==> config.mk <==
export PLATFORM = sky130hd
export DESIGN_NAME = mac_tile_sequencer
export DESIGN_NICKNAME = d
export VERILOG_FILES = /design/src/rtl/mac_tile_sequencer.sv
export SDC_FILE = /design/constraint.sdc
export NUM_CORES = 1
export LEC_CHECK = 0
export CAP_MARGIN = 40
export CELL_PAD_IN_SITES_DETAIL_PLACEMENT = 0
export CELL_PAD_IN_SITES_GLOBAL_PLACEMENT = 1
export CORE_UTILIZATION = 51
export DETAILED_ROUTE_END_ITERATION = 16
export DONT_BUFFER_PORTS = 1
export PLACE_DENSITY_LB_ADDON = 0.1
export SLEW_MARGIN = 20
export SYNTH_ARGS = -nofsm -noshare
export SYNTH_HDL_FRONTEND = slang
export SYNTH_SLANG_ARGS = --single-unit
==> constraint.sdc <==
create_clock -name clk -period 5.3 [get_ports clk]
set_clock_uncertainty 0.1 [all_clocks]
set_input_delay 0.53 -clock clk [delete_from_list [all_inputs] [get_ports clk]]
set_output_delay 0.53 -clock clk [all_outputs]
set_load 0.02 [all_outputs]
==> src/rtl/mac_tile_sequencer.sv <==
// Sequences one convolution tile: steers upstream beats to weight load, then data load, then counts result beats.
// Optional drain watchdog enabled by defining SEQ_TIMEOUT_EN.
module mac_tile_sequencer #(
  parameter int KERNEL_SIZE    = 3,
  parameter int WEIGHT_WIDTH   = 8,
  parameter int BUS_WIDTH      = 32,
  parameter int DATA_BEATS     = 3,
  parameter int OUT_BEATS      = 5,
  parameter int TIMEOUT_CYCLES = 1024
) (
  input  logic                 clk,
  input  logic                 rstn,
  input  logic                 start,
  input  logic                 reuse_weights,
  input  logic [BUS_WIDTH-1:0] s_axis_tdata,
  input  logic                 s_axis_tvalid,
  output logic                 s_axis_tready,
  output logic [BUS_WIDTH-1:0] w_tdata,
  output logic                 w_tvalid,
  input  logic                 w_tready,
  output logic [BUS_WIDTH-1:0] d_tdata,
  output logic                 d_tvalid,
  input  logic                 d_tready,
  input  logic                 o_tvalid,
  input  logic                 o_tready,
  output logic                 busy,
  output logic                 done,
  output logic                 error,
  output logic                 weights_loaded,
  output logic [15:0]          tile_count
);

  localparam int W_BEATS = (WEIGHT_WIDTH * KERNEL_SIZE * KERNEL_SIZE + BUS_WIDTH - 1) / BUS_WIDTH;
  localparam logic [15:0] W_LAST = 16'(W_BEATS - 1);
  localparam logic [15:0] D_LAST = 16'(DATA_BEATS - 1);
  localparam logic [15:0] O_MAX  = 16'(OUT_BEATS);

  typedef enum logic [2:0] {
    IDLE   = 3'd0,
    LOAD_W = 3'd1,
    LOAD_D = 3'd2,
    DRAIN  = 3'd3,
    DONE   = 3'd4,
    ERR    = 3'd5
  } state_t;

  state_t      state_r;
  logic [15:0] wcnt_r;
  logic [15:0] dcnt_r;
  logic [15:0] ocnt_r;
  logic [15:0] tile_count_r;
  logic        weights_loaded_r;
  logic        w_hs_s;
  logic        d_hs_s;
  logic        o_hs_s;
  logic [15:0] ocnt_next_s;

`ifdef SEQ_TIMEOUT_EN
  localparam logic [15:0] WD_MAX = 16'(TIMEOUT_CYCLES);
  logic [15:0] wd_r;
  logic        error_r;
  assign error = error_r;
`else
  assign error = 1'b0;
`endif

  assign busy           = (state_r == LOAD_W) || (state_r == LOAD_D) || (state_r == DRAIN);
  assign done           = (state_r == DONE);
  assign weights_loaded = weights_loaded_r;
  assign tile_count     = tile_count_r;

  assign w_hs_s = (state_r == LOAD_W) && s_axis_tvalid && w_tready;
  assign d_hs_s = (state_r == LOAD_D) && s_axis_tvalid && d_tready;
  assign o_hs_s = ((state_r == LOAD_D) || (state_r == DRAIN)) && o_tvalid && o_tready;

  // Saturating result-beat count including this cycle's handshake, so DRAIN can exit on the same edge.
  always_comb begin
    ocnt_next_s = ocnt_r;
    if (o_hs_s && (ocnt_r != O_MAX)) begin
      ocnt_next_s = ocnt_r + 16'd1;
    end else begin
      ocnt_next_s = ocnt_r;
    end
  end

  // Stream steering: the active load port is wired straight through to the upstream source.
  always_comb begin
    w_tdata       = s_axis_tdata;
    d_tdata       = s_axis_tdata;
    w_tvalid      = 1'b0;
    d_tvalid      = 1'b0;
    s_axis_tready = 1'b0;
    case (state_r)
      LOAD_W: begin
        w_tvalid      = s_axis_tvalid;
        s_axis_tready = w_tready;
      end
      LOAD_D: begin
        d_tvalid      = s_axis_tvalid;
        s_axis_tready = d_tready;
      end
      default: begin
        w_tvalid      = 1'b0;
        d_tvalid      = 1'b0;
        s_axis_tready = 1'b0;
      end
    endcase
  end

  // Tile FSM with beat counters, weight residency and completion bookkeeping.
  always_ff @(posedge clk or negedge rstn) begin
    if (!rstn) begin
      state_r          <= IDLE;
      wcnt_r           <= 16'd0;
      dcnt_r           <= 16'd0;
      ocnt_r           <= 16'd0;
      tile_count_r     <= 16'd0;
      weights_loaded_r <= 1'b0;
`ifdef SEQ_TIMEOUT_EN
      wd_r             <= 16'd0;
      error_r          <= 1'b0;
`endif
    end else begin
      ocnt_r <= ocnt_next_s;
      case (state_r)
        IDLE: begin
          if (start) begin
            wcnt_r <= 16'd0;
            dcnt_r <= 16'd0;
            ocnt_r <= 16'd0;
`ifdef SEQ_TIMEOUT_EN
            wd_r   <= 16'd0;
`endif
            if (reuse_weights && weights_loaded_r) begin
              state_r <= LOAD_D;
            end else begin
              weights_loaded_r <= 1'b0;
              state_r          <= LOAD_W;
            end
          end
        end
        LOAD_W: begin
          if (w_hs_s) begin
            if (wcnt_r == W_LAST) begin
              wcnt_r           <= 16'd0;
              weights_loaded_r <= 1'b1;
              state_r          <= LOAD_D;
            end else begin
              wcnt_r <= wcnt_r + 16'd1;
            end
          end
        end
        LOAD_D: begin
          if (d_hs_s) begin
            if (dcnt_r == D_LAST) begin
              dcnt_r  <= 16'd0;
              state_r <= DRAIN;
            end else begin
              dcnt_r <= dcnt_r + 16'd1;
            end
          end
        end
        DRAIN: begin
          if (ocnt_next_s == O_MAX) begin
            state_r <= DONE;
`ifdef SEQ_TIMEOUT_EN
          end else if (o_hs_s) begin
            wd_r <= 16'd0;
          end else if ((wd_r + 16'd1) == WD_MAX) begin
            error_r          <= 1'b1;
            weights_loaded_r <= 1'b0;
            state_r          <= ERR;
          end else begin
            wd_r <= wd_r + 16'd1;
`endif
          end
        end
        DONE: begin
          tile_count_r <= tile_count_r + 16'd1;
          state_r      <= IDLE;
        end
        ERR: begin
          weights_loaded_r <= 1'b0;
          if (start) begin
            wcnt_r  <= 16'd0;
            dcnt_r  <= 16'd0;
            ocnt_r  <= 16'd0;
`ifdef SEQ_TIMEOUT_EN
            wd_r    <= 16'd0;
            error_r <= 1'b0;
`endif
            state_r <= LOAD_W;
          end
        end
        default: begin
          state_r <= IDLE;
        end
      endcase
    end
  end

endmodule
==> results of run 1 <==
-- cells in the final DEF (no fill, tap or decap), types with 5 or more instances in the layout --
cell type and n:
nor3_1 9, clkbuf_8 9, ha_1 7, nand4_1 14
nor2_1 55, and3_1 15, nor4_1 10, inv_1 6
nor2b_1 5, or3_1 7, o21ai_0 39, xor2_1 16
xnor2_1 23, a21oi_1 7, and4_1 7, o31ai_1 9
nand2b_1 5, nand2_1 39, dfrtp_1 68, nand3_1 24
-- flip-flops by register name (all words and copies together), names as in the netlist --
register and flops:
dcnt_r 16, ocnt_r 16, state_r 3, tile_count 16, wcnt_r 16, weights_loaded 1
-- repair_timing --
action | 4_1_cts | 5_1_grt
hold endpoints to repair | 68 | 0
gates resized for setup | 0 | 0
hold buffers | 2 | 0
-- power breakdown --
| part | internal, mW | switching, mW | total, mW |
|---|---|---|---|
| clock network | 0.268 | 0.216 | 0.484 |
| logic | 0.170 | 0.222 | 0.392 |
| registers | 0.591 | 0.139 | 0.730 |
-- critical path, delay by kind of cell, from the launching register on --
family	cells	cell delay, ps
compound gates	2	320
flops	1	550
simple gates	4	1510
-- metrics by stage --
stage	worst slack, ps	power, mW	utilization	hold WS [ps]
final	2660	1.61	0.514	334
after global routing	2490	1.73	0.514	326
after CTS	2670	1.63	0.514	318
after detailed placement	2680	1.12	0.482	136
after global placement	2770	1.11	0.482	136
after floorplan	3050	1.09	-	134
-- cell families (layout without fill, tap and decap cells) --
group | count (synthesis) | after routing | share of synthesized area
and+or+nand+nor | 214 | 214 | 0.260
buffers and inverters | 88 | 27 | 0.132
AOI/OAI and AO/OA | 83 | 83 | 0.116
DFF | 68 | 68 | 0.388
xor gates and xnor gates | 39 | 39 | 0.0779
adders and majority gates | 7 | 7 | 0.0200
muxes | 2 | 2 | 0.00485
other | 1 | 1 | 0.000855
-- layer usage --
layer	wire, um	GRT usage
met3	509	0.0636
met1	4350	0.317
met5	0	0
met2	3980	0.311
met4	80	0.0556
-- final timing paths --
path / start / end / slack [ps] / cells after the start
max in group asynchronous: rstn / dcnt_r[14]$_DFFE_PN0P_ / 4180 / 2
hold reg to reg: wcnt_r[6]$_DFFE_PN0P_ / wcnt_r[6]$_DFFE_PN0P_ / 430 / 1
setup reg to reg: state_r[2]$_DFFE_PN0P_ / state_r[1]$_DFFE_PN0P_ / 2660 / 6
hold / removal: start / state_r[2]$_DFFE_PN0P_ / 330 / 2
setup / recovery: state_r[2]$_DFFE_PN0P_ / state_r[1]$_DFFE_PN0P_ / 2660 / 6
min in group asynchronous: rstn / wcnt_r[6]$_DFFE_PN0P_ / 650 / 2
-- final cells by class --
cell class                      count  area, um2
Timing Repair Buffer                5       60.1
Fill cell                         803       4010
Clock inverter                      7        100
Clock buffer                        9        124
Tap cell                          105        131
Inverter                            6       22.5
Sequential cell                    68       1700
Multi-Input combinational cell    346       2110
==> impl_metrics.yaml, run 1 <==
worst_setup_path:
  cp_slowest_stage_delay_ps: 550
  cp-end-kind: "register"
  worstPathMaxFanout: 16
  crit_path_top_delay_cell: "dfrtp_1"
  critical_path_required_ps: 5400
  path_class: "reg2reg"
  startpoint_type: "register"
  critical_path_arrival_ps: 2740
  path_cells: "and4b_1, nand4_2, or4_1, a32oi_1, and3_1, a41oi_1"
finish:
  final_nets: 484
  diodes: 0
  final_cells: 546
  design_area_um2: 4250
  synthToLayoutAreaGrowth_pct: -3.20
  final_layout_size_suffix_gt1_frac: 0.0590
timing:
  drv_slew: 0
  max_freq_ghz: 0.379
  tightest_slew_ps: 783
  timing.setup.tns_ps: 0
  period_needed_ps: 2640
  slew_headroom: 0.476
  finalHoldViolations: 0
  rsz0062_at_grt: "false"
  period_share: 0.498
  final-setup-viol-count: 0
synthesis:
  synth_ff_type: "dfrtp_1"
  async_flop_share: 1.00
  synth_cells: 502
  synthTopCellsByArea: "dfrtp_1 39%, buf_4 11%, nor2_1 4.7%"
  synthesis.area_um2: 4390
  netlist-cell-type-count: 51
  synth_top_area_share: 0.388
  syn_nets: 550
  ys_warn_count: 0
  yosys.area.top_type: "dfrtp_1"
  synth-edff-count: 0
  synth.most_common_cell: "dfrtp_1"
  avgSynthCellArea_um2: 8.74
  synth_commonest_cells: "68 x dfrtp_1, 66 x buf_4, 55 x nor2_1, 39 x nand2_1, 39 x o21ai_0"
  synth_seq_cells: 68
  yosysSeqAreaShare: 0.388
detailed_routing:
  routed_wl_um: 8920
  drtIter0Drc: 190
  routed_via_density: 5.89
  drc: 0
  postRouteAntennaNets: 0
  vias: 3214
  wl_per_cell_um: 16.3
  firstDrtPassIters: 5
cts:
  cts.sinks: 68
  htreeDepth: 3
  path_clk_slew_ps: 80
  clock_path_buffers: 2
  cts_made_buffers: 9
  postCtsSetupRepairBufs: 0
  clock_latency_ps: 350
  cts_tree: "yes"
  cts_root_buffer: "clkbuf_8"
run:
  cap_violations: 0
die:
  die_w_um: 94.7
  core_um2: 8260
  start_util: 0.531
  rows: 33
  dieArea_um2: 8970
  io_pins: 128
  die_h_um: 94.7
run_status:
  outcome: "finished clean"
placement:
  dp_hpwl_um: 6110
  place_area_um2: 3980
  place_congestion: 0.867
  io_buffers: 0
  placed_cells: 528
grt:
  grt_use_total: 0.216
  grt_max_degree: 69
  grt_first_pass_wirelength_um: 15100
  antenna_found_initial: 0
  overflow: 0
  grt_pass1_vias: 3049
power_and_ir_drop:
  irDropWorstVdd_mv: 0.249
  cellLeakagePower_nw: 1.77
  p_per_area_nw_per_um2: 378
worst_hold_path:
  min_path_type: "in2reg"
Power figures use the tool's default switching activity.
==> run 2, diff against run 1 <==
ABC_AREA = 1   (was not set)
CORE_UTILIZATION = 46   (was 51)
clock period = 2.6 ns   (was 5.3 ns; I/O delays follow)
==> impl_metrics.yaml, run 2 <==
placement:
  placed_cells: 676
  dp_hpwl_um: 7110
  io_buffers: 0
  place_area_um2: 4260
  place_ws_ps: 301
  place_congestion: 0.785
cts:
  htreeDepth: 3
  cts_made_buffers: 9
  path_clk_slew_ps: 80
  cts_tree: "yes"
  postCtsSetupRepairBufs: 0
  clock_path_buffers: 2
  cts.sinks: 68
  cts_root_buffer: "clkbuf_8"
  clock_latency_ps: 350
finish:
  final_layout_size_suffix_gt1_frac: 0.102
  final_cell_mix: "135 x nand2_1, 68 x dfrtp_1, 65 x nor2_1, 65 x inv_1, 37 x nand3_1"
  final_nets: 604
  seq_area_um2: 1700
  final_cells: 694
  multi_input_area_um2: 2080
  design_area_um2: 4470
  diodes: 0
  fin_util: 0.460
  final_common_cell: "nand2_1"
  n_fill_cell: 1007
  synthToLayoutAreaGrowth_pct: -2.48
timing:
  max_freq_ghz: 0.428
  period_share: 0.899
  period_needed_ps: 2340
  tightest_slew_ps: 580
  timing.setup.tns_ps: 0
  final-setup-viol-count: 0
  fin_ws_ps: 262
  whs_ps: 47.3
  finalHoldViolations: 0
  drv_slew: 0
  slew_headroom: 0.613
  rsz0062_at_grt: "false"
worst_setup_path:
  path_class: "reg2reg"
  cp_top_family: "simple AND/OR/NAND/NOR gates"
  crit_path_top_delay_cell: "dfrtp_1"
  critical_path_required_ps: 2740
  cp-end-kind: "register"
  cp_num_buf_inv: 0
  startpoint_type: "register"
  startpoint: "ocnt_r[0]$_DFF_PN0_"
  rr_startpoint: "ocnt_r[0]$_DFF_PN0_"
  worstPathMaxFanout: 7
  crit_top_cell: "nand2_1"
  critical_path_arrival_ps: 2480
  path_cells: "ha_2, nand2_1, nor2_1, nand3_1, nand2_1, nand2_1, nand2_1, nand2_1, nor2_1, nand2_1, nor2_1, nand2_1, nand2_2, nand2_2, nand2_1, nand2_1"
  cp_slowest_stage_delay_ps: 470
detailed_routing:
  firstDrtPassIters: 4
  wl_per_cell_um: 13.9
  drtIter0Drc: 172
  routed_via_density: 5.22
  vias: 3622
  drc: 0
  postRouteAntennaNets: 0
  routed_wl_um: 9680
run:
  cap_violations: 0
run_status:
  outcome: "finished clean"
synthesis:
  synth.most_common_cell: "nand2_1"
  synthesis.area_um2: 4590
  synth_commonest_cells: "135 x nand2_1, 68 x dfrtp_1, 67 x buf_4, 66 x nor2_1, 65 x inv_1"
  yosysSeqAreaShare: 0.371
  avgSynthCellArea_um2: 7.53
  synthTopCellsByArea: "dfrtp_1 37%, nand2_1 11%, buf_4 11%"
  netlist-cell-type-count: 43
  async_flop_share: 1.00
  yosys.area.top_type: "dfrtp_1"
  ys_warn_count: 0
  synth-edff-count: 0
  syn_nets: 657
  synth_ff_type: "dfrtp_1"
  synth_top_area_share: 0.371
  synth_cells: 609
  synth_seq_cells: 68
die:
  die_w_um: 102
  start_util: 0.471
  core_um2: 9730
  die_h_um: 102
  io_pins: 128
  dieArea_um2: 10400
  rows: 36
power_and_ir_drop:
  finalPower_mw: 3.48
  irDropWorstVdd_mv: 0.371
  cellLeakagePower_nw: 2.17
  p_per_area_nw_per_um2: 778
grt:
  grt_first_pass_wirelength_um: 16100
  overflow: 0
  grt_use_total: 0.201
  antenna_found_initial: 0
  grt_max_degree: 69
  grt_pass1_vias: 3406
worst_hold_path:
  min-delay-start: "start"
  min_path_type: "in2reg"
[run 2: cell types whose count changed after synthesis, sizes merged, moves of 14 or more]
cell / change
a21oi: +27
and3: -14
clkbuf: -15
inv: +64
nand2: +103
nand3: +15
nor2: +19
o21ai: -23
xnor2: -15
[run 2: cell families (layout without fill, tap and decap cells)]
group | Yosys count | count (layout) | share of synthesized area
AOI/OAI and AO/OA | 73 | 73 | 0.0955
xor gates and xnor gates | 22 | 22 | 0.0420
DFF | 68 | 68 | 0.371
other | 1 | 1 | 0.000818
muxes | 1 | 1 | 0.00245
and+or+nand+nor | 294 | 294 | 0.292
buffers and inverters | 143 | 95 | 0.177
adders and majority gates | 7 | 7 | 0.0191
[run 2: layout make-up]
type / instances / area share
Clock inverter: 7 / 0.0115
Multi-Input combinational cell: 398 / 0.464
Timing Repair Buffer: 9 / 0.0201
Sequential cell: 68 / 0.380
Tap cell: 133 / 0.0372
Clock buffer: 9 / 0.0277
Inverter: 70 / 0.0587
[run 2: timing repair]
| action | 4_1_cts | 5_1_grt |
|---|---|---|
| endpoints found under the setup margin | 0 | 2 |
| gates resized for setup | 0 | 2 |
| hold buffers | 2 | 0 |
| hold endpoints to repair | 68 | 0 |
[run 2: final timing paths]
path                            slack, ps  cells past startpoint                      to
worst max-delay path                  260                     16  state_r[0]$_DFFE_PN0P_
worst min-delay path                   50                      3  state_r[2]$_DFFE_PN0P_
worst max register to register        260                     16  state_r[0]$_DFFE_PN0P_
worst min register to register        450                      1  dcnt_r[11]$_DFFE_PN0P_
max in group asynchronous            1750                      2  wcnt_r[15]$_DFFE_PN0P_
min in group asynchronous             360                      2  dcnt_r[13]$_DFFE_PN0P_
[run 2: tightest hold or removal path, cell delays in order]
cell and delay (ps):
inv_1 50, nand4_1 90, nand2_1 50
[run 2: report_power, final]
group          leakage (nW)  switching (mW)  internal, mW  total [mW]
sequential            0.935           0.187          1.18        1.37
clock                0.0860           0.441         0.351       0.792
combinational          1.15           0.911         0.407        1.32
[run 2: layer usage]
layer,global-route usage,share of wire
met1,0.268,0.48
met2,0.306,0.44
met3,0.0718,0.067
met4,0.0659,0.011
met5,0,0
